<file path="src/rtl/fd_pipe_reg_pkg.sv">
// Shared constants and types for the Fetch->Decode pipeline register.
// Holds the memory map limits, reset/exception vectors and the ExcCode values
// used throughout the core, plus the D-stage register record.
package fd_pipe_reg_pkg;

    // Address map and vectors
    localparam logic [31:0] PC_RESET  = 32'h0000_3000;
    localparam logic [31:0] EXC_ENTRY = 32'h0000_4180;
    localparam logic [31:0] IM_LO     = 32'h0000_3000;
    localparam logic [31:0] IM_HI     = 32'h0000_6ffc;

    // Canonical no-op word used for bubbles and killed fetches
    localparam logic [31:0] INSTR_NOP = 32'h0000_0000;

    // ExcCode values as seen by CP0 Cause.ExcCode
    localparam logic [4:0] EXC_NONE = 5'd0;
    localparam logic [4:0] EXC_INT  = 5'd0;
    localparam logic [4:0] EXC_ADEL = 5'd4;
    localparam logic [4:0] EXC_ADES = 5'd5;
    localparam logic [4:0] EXC_RI   = 5'd10;
    localparam logic [4:0] EXC_OV   = 5'd12;

    // What the register does on a given edge, in priority order
    typedef enum logic [1:0] {
        UPD_REQ   = 2'd0,
        UPD_HOLD  = 2'd1,
        UPD_FLUSH = 2'd2,
        UPD_LOAD  = 2'd3
    } upd_e;

    // Everything the D stage receives from F
    typedef struct packed {
        logic [31:0] pc;
        logic [31:0] instr;
        logic [4:0]  exc_code;
        logic        bd;
        logic        valid;
    } d_reg_t;

    // A bubble carrying a given PC (used for reset, req and flush)
    function automatic d_reg_t make_bubble(input logic [31:0] pc);
        d_reg_t b;
        b.pc       = pc;
        b.instr    = INSTR_NOP;
        b.exc_code = EXC_NONE;
        b.bd       = 1'b0;
        b.valid    = 1'b0;
        return b;
    endfunction

    // Priority resolution: req > stall > flush > load
    function automatic upd_e pick_update(input logic req,
                                         input logic stall,
                                         input logic flush);
        upd_e u;
        if (req)        u = UPD_REQ;
        else if (stall) u = UPD_HOLD;
        else if (flush) u = UPD_FLUSH;
        else            u = UPD_LOAD;
        return u;
    endfunction

endpackage

</file>
<file path="src/rtl/fd_pipe_reg_if.sv">
// F->D boundary bundle: control from hazard unit / CP0, fetch data, D outputs.
// The master side (control + fetch stage) drives req/stall/flush/D_jump/F_*;
// the slave side (the pipeline register) drives the D_* outputs.
interface fd_pipe_reg_if;

    // Control
    logic        req;
    logic        stall;
    logic        flush;
    logic        D_jump;

    // Fetch stage
    logic [31:0] F_PC;
    logic [31:0] F_instr;

    // Decode stage
    logic [31:0] D_PC;
    logic [31:0] D_instr;
    logic [4:0]  D_ExcCode;
    logic        D_BD;
    logic        D_valid;

    modport master (
        output req, stall, flush, D_jump, F_PC, F_instr,
        input  D_PC, D_instr, D_ExcCode, D_BD, D_valid
    );

    modport slave (
        input  req, stall, flush, D_jump, F_PC, F_instr,
        output D_PC, D_instr, D_ExcCode, D_BD, D_valid
    );

endinterface

</file>
<file path="src/rtl/fd_pipe_reg_fetch_addr_check.sv">
// Instruction-fetch address check: flags misaligned or out-of-map PCs (AdEL).
// Latency: purely combinational.
// Backpressure: none; evaluated every cycle, consumed only on a load.
module fd_pipe_reg_fetch_addr_check
    import fd_pipe_reg_pkg::*;
#(
    parameter logic [31:0] LO = IM_LO,
    parameter logic [31:0] HI = IM_HI
) (
    input  logic [31:0] F_PC,
    output logic        adel
);

    logic misaligned;
    logic below_lo;
    logic above_hi;

    // Any one violation raises a single AdEL; unsigned compares against the map
    always_comb begin
        misaligned = (F_PC[1:0] != 2'b00);
        below_lo   = (F_PC < LO);
        above_hi   = (F_PC > HI);
        adel       = misaligned | below_lo | above_hi;
    end

endmodule

</file>
<file path="src/rtl/fd_pipe_reg.sv">
// Fetch->Decode pipeline register with stall/flush/req redirection and AdEL tagging.
// Latency: exactly one cycle F->D; all outputs come straight from flops.
// Backpressure: stall holds every D output; req overrides stall; stall beats flush.
module fd_pipe_reg
    import fd_pipe_reg_pkg::*;
#(
    parameter logic [31:0] P_PC_RESET  = PC_RESET,
    parameter logic [31:0] P_EXC_ENTRY = EXC_ENTRY,
    parameter logic [31:0] P_IM_LO     = IM_LO,
    parameter logic [31:0] P_IM_HI     = IM_HI
) (
    input  logic           clk,
    input  logic           reset,
    fd_pipe_reg_if.slave   bus
);

    d_reg_t d_reg_d;
    d_reg_t d_reg_q;
    upd_e   upd;
    logic   adel;

    fd_pipe_reg_fetch_addr_check #(
        .LO (P_IM_LO),
        .HI (P_IM_HI)
    ) u_fetch_addr_check (
        .F_PC (bus.F_PC),
        .adel (adel)
    );

    // Next D-stage contents: resolve priority, then build the record
    always_comb begin
        d_reg_d = d_reg_q;
        upd     = pick_update(bus.req, bus.stall, bus.flush);
        case (upd)
            UPD_REQ:   d_reg_d = make_bubble(P_EXC_ENTRY);
            UPD_HOLD:  d_reg_d = d_reg_q;
            UPD_FLUSH: d_reg_d = make_bubble(bus.F_PC);
            UPD_LOAD: begin
                d_reg_d.pc    = bus.F_PC;
                d_reg_d.bd    = bus.D_jump;
                d_reg_d.valid = 1'b1;
                // A bad fetch address never forwards whatever IM returned
                if (adel) begin
                    d_reg_d.instr    = INSTR_NOP;
                    d_reg_d.exc_code = EXC_ADEL;
                end else begin
                    d_reg_d.instr    = bus.F_instr;
                    d_reg_d.exc_code = EXC_NONE;
                end
            end
            default:   d_reg_d = d_reg_q;
        endcase
    end

    // D-stage register; reset lands on the boot vector as a bubble
    always_ff @(posedge clk or posedge reset) begin
        if (reset) begin
            d_reg_q <= make_bubble(P_PC_RESET);
        end else begin
            d_reg_q <= d_reg_d;
        end
    end

    // Outputs are direct flop taps
    always_comb begin
        bus.D_PC      = d_reg_q.pc;
        bus.D_instr   = d_reg_q.instr;
        bus.D_ExcCode = d_reg_q.exc_code;
        bus.D_BD      = d_reg_q.bd;
        bus.D_valid   = d_reg_q.valid;
    end

endmodule

</file>
<file path="src/flat_wrapper.sv">
// flat-port wrapper written by rule: the top's interface ports become plain ports
module fd_pipe_reg_flat import fd_pipe_reg_pkg::*;
#(
    parameter logic [31:0] P_PC_RESET  = PC_RESET,
    parameter logic [31:0] P_EXC_ENTRY = EXC_ENTRY,
    parameter logic [31:0] P_IM_LO     = IM_LO,
    parameter logic [31:0] P_IM_HI     = IM_HI
)
  (clk, reset, bus_req, bus_stall, bus_flush, bus_D_jump, bus_F_PC, bus_F_instr, bus_D_PC, bus_D_instr, bus_D_ExcCode, bus_D_BD, bus_D_valid);
  fd_pipe_reg_if bus_i ();
  input  logic clk;
  input  logic reset;
  input wire logic [$bits(bus_i.req)-1:0] bus_req;
  input wire logic [$bits(bus_i.stall)-1:0] bus_stall;
  input wire logic [$bits(bus_i.flush)-1:0] bus_flush;
  input wire logic [$bits(bus_i.D_jump)-1:0] bus_D_jump;
  input wire logic [$bits(bus_i.F_PC)-1:0] bus_F_PC;
  input wire logic [$bits(bus_i.F_instr)-1:0] bus_F_instr;
  output wire logic [$bits(bus_i.D_PC)-1:0] bus_D_PC;
  output wire logic [$bits(bus_i.D_instr)-1:0] bus_D_instr;
  output wire logic [$bits(bus_i.D_ExcCode)-1:0] bus_D_ExcCode;
  output wire logic [$bits(bus_i.D_BD)-1:0] bus_D_BD;
  output wire logic [$bits(bus_i.D_valid)-1:0] bus_D_valid;
  assign bus_i.req = bus_req;
  assign bus_i.stall = bus_stall;
  assign bus_i.flush = bus_flush;
  assign bus_i.D_jump = bus_D_jump;
  assign bus_i.F_PC = bus_F_PC;
  assign bus_i.F_instr = bus_F_instr;
  assign bus_D_PC = bus_i.D_PC;
  assign bus_D_instr = bus_i.D_instr;
  assign bus_D_ExcCode = bus_i.D_ExcCode;
  assign bus_D_BD = bus_i.D_BD;
  assign bus_D_valid = bus_i.D_valid;
  fd_pipe_reg #(.P_PC_RESET(P_PC_RESET), .P_EXC_ENTRY(P_EXC_ENTRY), .P_IM_LO(P_IM_LO), .P_IM_HI(P_IM_HI)) u_core (.clk(clk), .reset(reset), .bus(bus_i));
endmodule
</file>
<file path="config.mk">
export PLATFORM = sky130hd
export DESIGN_NAME = fd_pipe_reg_flat
export DESIGN_NICKNAME = d
export VERILOG_FILES = /design/src/rtl/fd_pipe_reg_pkg.sv /design/src/rtl/fd_pipe_reg_if.sv /design/src/rtl/fd_pipe_reg_fetch_addr_check.sv /design/src/rtl/fd_pipe_reg.sv /design/src/flat_wrapper.sv
export SDC_FILE = /design/constraint.sdc
export NUM_CORES = 1
export LEC_CHECK = 0
export ABC_CLOCK_PERIOD_IN_PS = 1900
export CAP_MARGIN = 20
export CELL_PAD_IN_SITES_DETAIL_PLACEMENT = 0
export CELL_PAD_IN_SITES_GLOBAL_PLACEMENT = 1
export CORE_AREA = 2 2 83 145
export CTS_CLUSTER_SIZE = 10
export DETAILED_ROUTE_END_ITERATION = 8
export DIE_AREA = 0 0 85 147
export GPL_TIMING_DRIVEN = 0
export PLACE_DENSITY_LB_ADDON = 0.1
export SYNTH_ARGS = -nofsm -noshare
export SYNTH_HDL_FRONTEND = slang
export SYNTH_HIERARCHICAL = 1
export SYNTH_SLANG_ARGS = --single-unit
</file>
<file path="constraint.sdc">
create_clock -name clk -period 1.9 [get_ports clk]
set_clock_uncertainty 0.1 [all_clocks]
set_input_delay 0.285 -clock clk [delete_from_list [all_inputs] [get_ports clk]]
set_output_delay 0.285 -clock clk [all_outputs]
set_load 0.01 [all_outputs]
</file>
==> results.ini, run 1 <==
[sta]
rsz0062_at_grt = no
holdWs_ns = 0.160
fin_crit_ns = 1.84
drv_slew = 0
worst_pin_slew_ns = 0.834
fin_crit_sh = 0.966
fin_ws_ns = 0.0647
hold_viol = 0
slew_headroom = 0.443
fmax_mhz = 545
setup_violations = 0
finalSetupTns_ns = 0

[global_route]
gr-total-overflow = 0
grtUsageMet1 = 0.178
busiest_layer = met2
grt_pass1_vias = 2727
grt_antenna_before_repair = 0
grt_pass1_wl_mm = 14.8
use_met3 = 0.0354
grt_max_degree = 36
grt_usage = 0.153
gr-usage-met2 = 0.273

[layout]
fin_area_um2 = 4920
drive_gt1_frac = 0.152
finish.utilization = 0.432
final_nets = 499
syn_to_final_growth_pct = 65.0
stdcell_count = 569
diodes = 0

[hold_path]
worst_hold_path_type = in -> reg

[placed_design]
portBuffers = 135
place_inst = 549
dp_slack_ns = -0.958
gp_congestion = 0.718
hpwl_mm = 6.97
placed_area_um2 = 4540

[synthesis]
synth-edff-count = 0
netlist-cell-type-count = 24
syn_inst = 275
postSynthRegisterBits = 67
ys.flop_type = dfrtp_1
yosysSeqAreaShare = 0.563
synth_area_per_cell_um2 = 10.9
yosysWarnings = 6
async_reset_ff_frac = 1.00
syn_area_um2 = 2980

[power_and_ir_drop]
switching_share = 0.238
switchingPower_mw = 0.835
p_per_area_nw_per_um2 = 713
comb_power_share = 0.134
finalPower_mw = 3.51
pwr-share-seq = 0.426
p_int_mw = 2.68
vdd_drop_max_uv = 484
p_leak_nw = 2.10
pwr-share-clk = 0.440

[routing]
vias_per_cell = 4.60
wirelength_mm = 9.55
num_vias = 2616
dr.pass1.iters = 4
ant_nets = 0
wl_per_cell_um = 16.8
drt_iter0_drc = 77
drc = 0

[setup_path]
cp-startpoint = bus_F_PC[20]
cp.required_ns = 2.04
crit_path_cell_trace = clkdlybuf4s15_2 > nor4_4 > and3_1 > nand4_1 > buf_6 > clkbuf_8 > or4b_4 > a21oi_2
critPathTopFamily = simple AND/OR/NAND/NOR gates
r2r_start = u_core/bus.D_PC[12]
path_buf_inv = 3
slowest_delay_ns = 0.49
r2r_setup_slack_ns = 1.05
critical_path.max_fanout = 10
crit_path_end = u_core/bus.D_instr[23]
slowest_stage = or4b_4
cp.arrival_ns = 1.98
crit_type = in -> reg
worstRegToRegCells = 2
critPathLaunchType = primary input
path_depth = 8
r2r-end = u_core/bus.D_PC[12]
worst_setup_path_end_kind = flip-flop

[cts]
cts_tree = built
root_buffer = clkbuf_16
numCtsBuffers = 9
clock_sinks = 67
insertion_delay_ns = 0.31
htree_levels = 3
clk_pin_slew_ns = 0.06
ctsLongestPathBuffers = 2

[floorplan]
fp.dieW_um = 85
core_um2 = 11400
dieHeight_um = 147
rows = 52
start_util = 0.262
pin_count = 141
die-area_um2 = 12500

[flow_run]
max_cap_viol_count = 0

[status]
outcome = finished clean

synthesized netlist by cell type (2+ instances only):
cell type	count	area, um2
nor2_1	29	109
dfstp_2	2	52.6
clkbuf_2	6	30.0
nand2_1	36	135
buf_2	4	20.0
mux2i_1	29	290
nor2b_1	3	18.8
nor4_1	4	25.0
buf_4	8	60.1
dfrtp_1	65	1630
clkbuf_1	8	30.0
a211o_1	3	26.3
a21oi_1	35	175
buf_1	2	7.51
or4b_1	32	320
layer usage:
metal	up-vias	routed length, um
li1	1265	-
met1	1258	3690
met2	84	5240
met3	9	474
met4	0	144
met5	-	0
final cells by class:
cell class              instances  area, um2
repair buffers                140       1360
well taps                     135        169
multi-input cells             182       1240
clock buffers                  12        256
inverters                       1       7.51
clock inverters                 4       25.0
plain buffers                  28        179
flip-flops and latches         67       1680
fillers                      1130       6460
power groups by stage:
stage	combinational [mW]	clock, mW	sequential [mW]
floorplan	0.166	0	1.54
CTS	0.482	1.61	1.49
finish	0.472	1.54	1.50
global route	0.512	1.68	1.50
detailed placement	0.486	0	1.52
global placement	0.481	0	1.52
state kept, by name, indices dropped and copies added (netlist names):
register and count:
u_core/bus.D_ExcCode 1, u_core/bus.D_BD 1, u_core/bus.D_PC 32, u_core/bus.D_instr 32, u_core/bus.D_valid 1
timing repair:
item | 4_1_cts | 5_1_grt
resized for setup | 58 | 9
endpoints found under the setup margin | 33 | 6
hold buffers | 0 | 0
buffers inserted | 2 | 0
pin swaps | 11 | 3
hold endpoints to repair | 0 | 0
cloned | 2 | 0
logic make-up after synthesis:
family          share of synthesized area
other cells                       0.00126
buf+inv                            0.0507
xor+xnor                          0.00294
flops                               0.563
compound gates                     0.0675
simple gates                        0.218
mux                                0.0973
worst register-to-register path, delay by kind of cell (launching register included):
family           cells  cell delay, ns
DFF                  1            0.53
muxes                1            0.06
and+or+nand+nor      1            0.10
how the worst min path moves through the flow:
stage                                   from             endpoint  slack (ns)  depth (start not counted)
after floorplan                        reset      u_core/bus.D_BD        0.33                          1
after global placement    u_core/bus.D_PC[7]   u_core/bus.D_PC[7]        0.37                          1
after detailed placement  u_core/bus.D_PC[7]   u_core/bus.D_PC[7]        0.39                          1
after CTS                       bus_F_PC[21]  u_core/bus.D_PC[21]        0.15                          3
after global routing            bus_F_PC[21]  u_core/bus.D_PC[21]        0.19                          3
final                           bus_F_PC[21]  u_core/bus.D_PC[21]        0.16                          3
placed cells by master, fill, tap and decap left out, types with 6 or more instances in the layout:
cell / n
clkbuf_1: 6
mux2i_1: 29
clkdlybuf4s50_1: 113
nand2_1: 35
a21oi_1: 29
clkbuf_2: 6
buf_2: 9
or4b_1: 29
buf_4: 9
a21oi_2: 6
dlygate4sd2_1: 15
clkbuf_16: 9
dfrtp_1: 65
nor2_1: 29
No activity file was read; power rests on OpenSTA's default activity.
==> run 2, diff against run 1 <==
--- a/config.mk
+++ b/config.mk
@@ -9,12 +9,14 @@
 export CAP_MARGIN = 20
 export CELL_PAD_IN_SITES_DETAIL_PLACEMENT = 0
 export CELL_PAD_IN_SITES_GLOBAL_PLACEMENT = 1
-export CORE_AREA = 2 2 83 145
+export CORE_AREA = 2 2 139 87
+export CTS_CLUSTER_DIAMETER = 100
 export CTS_CLUSTER_SIZE = 10
 export DETAILED_ROUTE_END_ITERATION = 8
-export DIE_AREA = 0 0 85 147
+export DIE_AREA = 0 0 141 89
 export GPL_TIMING_DRIVEN = 0
 export PLACE_DENSITY_LB_ADDON = 0.1
+export SLEW_MARGIN = 20
 export SYNTH_ARGS = -nofsm -noshare
 export SYNTH_HDL_FRONTEND = slang
 export SYNTH_HIERARCHICAL = 1
==> results.ini, run 2 (synthesis gave the netlist of run 1 again) <==
[power_and_ir_drop]
switchingPower_mw = 0.806  ; -3.4%
vdd_drop_max_uv = 397  ; -18%
p_int_mw = 2.64  ; -1.5%
pwr-share-seq = 0.434  ; +0.008
p_leak_nw = 2.12  ; +1.1%
switching_share = 0.234  ; -0.00356
comb_power_share = 0.139  ; +0.005
p_per_area_nw_per_um2 = 693  ; -2.8%
pwr-share-clk = 0.427  ; -0.013

[sta]
fmax_mhz = 548  ; +0.49%
hold_viol = 0  ; unchanged
slew_headroom = 0.602  ; +0.158
fin_crit_ns = 1.83  ; -0.00903 ns
drv_slew = 0  ; unchanged
rsz0062_at_grt = no
fin_crit_sh = 0.961  ; -0.00476
worst_pin_slew_ns = 0.598  ; -0.236 ns
setup_violations = 0  ; unchanged

[layout]
final_nets = 498  ; -0.20%
syn_to_final_growth_pct = 66.4
final_common_cell = clkdlybuf4s50_1
fillers = 1094  ; -3.2%
finish.utilization = 0.445  ; +0.0130
layout_common_cells = clkdlybuf4s50_1 (113), dfrtp_1 (65), nand2_1 (35), mux2i_1 (29), nor2_1 (29)
drive_gt1_frac = 0.174  ; +0.0215
stdcell_count = 576  ; +1.2%
diodes = 0  ; unchanged
fin_area_um2 = 4970  ; +0.86%

[setup_path]
slowest_delay_ns = 0.49  ; about the same
slowest_stage = or4b_1
critPathLaunchType = primary input
path_common_cell = buf_6
path_buf_inv = 3  ; unchanged
critical_path.max_fanout = 7  ; -3
crit_type = in -> reg
crit_path_cell_trace = dlygate4sd2_1 > nor4_2 > nand4_1 > buf_6 > buf_6 > or4b_1 > a21oi_1
worst_setup_path_end_kind = flip-flop
critPathTopFamily = simple AND/OR/NAND/NOR gates
cp.required_ns = 2.04  ; about the same
cp.arrival_ns = 1.97  ; about the same

[floorplan]
fp.dieW_um = 141  ; +66%
core_um2 = 11100  ; -2.1%
pin_count = 141  ; unchanged
start_util = 0.268  ; +0.00559
rows = 30  ; -42%
die-area_um2 = 12500  ; +0.43%
dieHeight_um = 89  ; -39%

[cts]
numCtsBuffers = 9  ; unchanged
cts_tree = built
ctsLongestPathBuffers = 2  ; unchanged
clock_sinks = 67  ; unchanged
insertion_delay_ns = 0.32  ; about the same
cts-hold-fix-buffers = 0  ; unchanged
clk_pin_slew_ns = 0.05  ; about the same
htree_levels = 3  ; unchanged
root_buffer = clkbuf_16

[routing]
vias_per_cell = 4.55  ; -0.95%
wl_per_cell_um = 16.3  ; -3.0%
drt_iter0_drc = 95  ; +23%
num_vias = 2623  ; +0.27%
wirelength_mm = 9.38  ; -1.8%
ant_nets = 0  ; unchanged
drc = 0  ; unchanged
dr.pass1.iters = 4  ; unchanged

[global_route]
grt_pass1_wl_mm = 14.5  ; -2.3%
grt_max_degree = 29  ; -19%
gr-total-overflow = 0  ; unchanged
grt_pass1_vias = 2663  ; -2.3%
grt_usage = 0.152  ; -0.000835
grt_antenna_before_repair = 0  ; unchanged

[status]
outcome = finished clean

[flow_run]
max_cap_viol_count = 0  ; unchanged

[placed_design]
portBuffers = 135  ; unchanged
gp_congestion = 0.685  ; -4.6%
hpwl_mm = 6.81  ; -2.3%
place_inst = 559  ; +1.8%
placed_area_um2 = 4570  ; +0.69%

[hold_path]
worst_hold_path_type = in -> reg

==> run 2: cell count changes in the layout (fill, tap and decap cells not counted), moves of 3 or more <==
cell / change
a21oi_1: -6
a21oi_2: +6
clkbuf_2: +3
or4b_1: -4
or4b_4: +4
==> run 2: power groups by stage <==
stage | Clock [mW] | Sequential [mW] | Combinational [mW]
2_1_floorplan | 0 | 1.54 | 0.166
3_3_place_gp | 0 | 1.52 | 0.482
3_5_place_dp | 0 | 1.52 | 0.491
4_1_cts | 1.53 | 1.49 | 0.488
5_1_grt | 1.60 | 1.50 | 0.523
6_report | 1.47 | 1.50 | 0.479
==> run 2: per-layer routing <==
layer	part of all wire	vias up	wire [um]	global-route usage
li1	-	1271	-	-
met1	0.50	1263	4730	0.215
met2	0.41	82	3850	0.216
met3	0.078	7	731	0.0632
met4	0.0077	0	72	0.0382
met5	0	-	0	0
==> run 2: layout make-up <==
type	count	area [um2]	share of cell area
Buffer	28	180	0.0363
Clock inverter	3	15.0	0.00302
Clock buffer	12	246	0.0496
Timing Repair Buffer	139	1370	0.276
Multi-Input combinational cell	182	1280	0.259
Tap cell	144	180	0.0363
Sequential cell	67	1680	0.338
Inverter	1	7.51	0.00151
==> run 2: worst paths after layout <==
kind	startpoint	to	slack, ns	cells after the start
worst max-delay path	bus_F_PC[30]	u_core/bus.D_instr[21]	0.07	7
worst min-delay path	bus_F_PC[23]	u_core/bus.D_PC[23]	0.14	3
worst max register to register	u_core/bus.D_PC[14]	u_core/bus.D_PC[14]	1.06	1
worst min register to register	u_core/bus.D_PC[7]	u_core/bus.D_PC[7]	0.39	1
max in group asynchronous	reset	u_core/bus.D_PC[12]	1.00	3
min in group asynchronous	reset	u_core/bus.D_instr[9]	0.18	2
==> run 2: timing repair <==
item | in CTS | in global routing
resized for setup | 57 | 22
cloned | 1 | 0
buffers inserted | 1 | 0
setup endpoints to repair | 33 | 29
pin swaps | 10 | 11
==> run 2: stage by stage <==
step                total power, mW  hold slack, ns  setup TNS [ns]  setup slack (ns)
floorplan                      1.70           0.335               0             0.130
global placement               2.00           0.371          -40.72            -0.904
detailed placement             2.01           0.384          -29.50            -0.954
CTS                            3.51           0.130               0           0.00535
global route                   3.63           0.137               0           0.00236
finish                         3.44           0.135               0            0.0737
==> run 3, diff against run 2 <==
--- a/config.mk
+++ b/config.mk
@@ -6,7 +6,6 @@
 export NUM_CORES = 1
 export LEC_CHECK = 0
 export ABC_CLOCK_PERIOD_IN_PS = 1900
-export CAP_MARGIN = 20
 export CELL_PAD_IN_SITES_DETAIL_PLACEMENT = 0
 export CELL_PAD_IN_SITES_GLOBAL_PLACEMENT = 1
 export CORE_AREA = 2 2 139 87
==> results of run 3 <==
Final layout, timing and power as in run 2 (identical DEF).
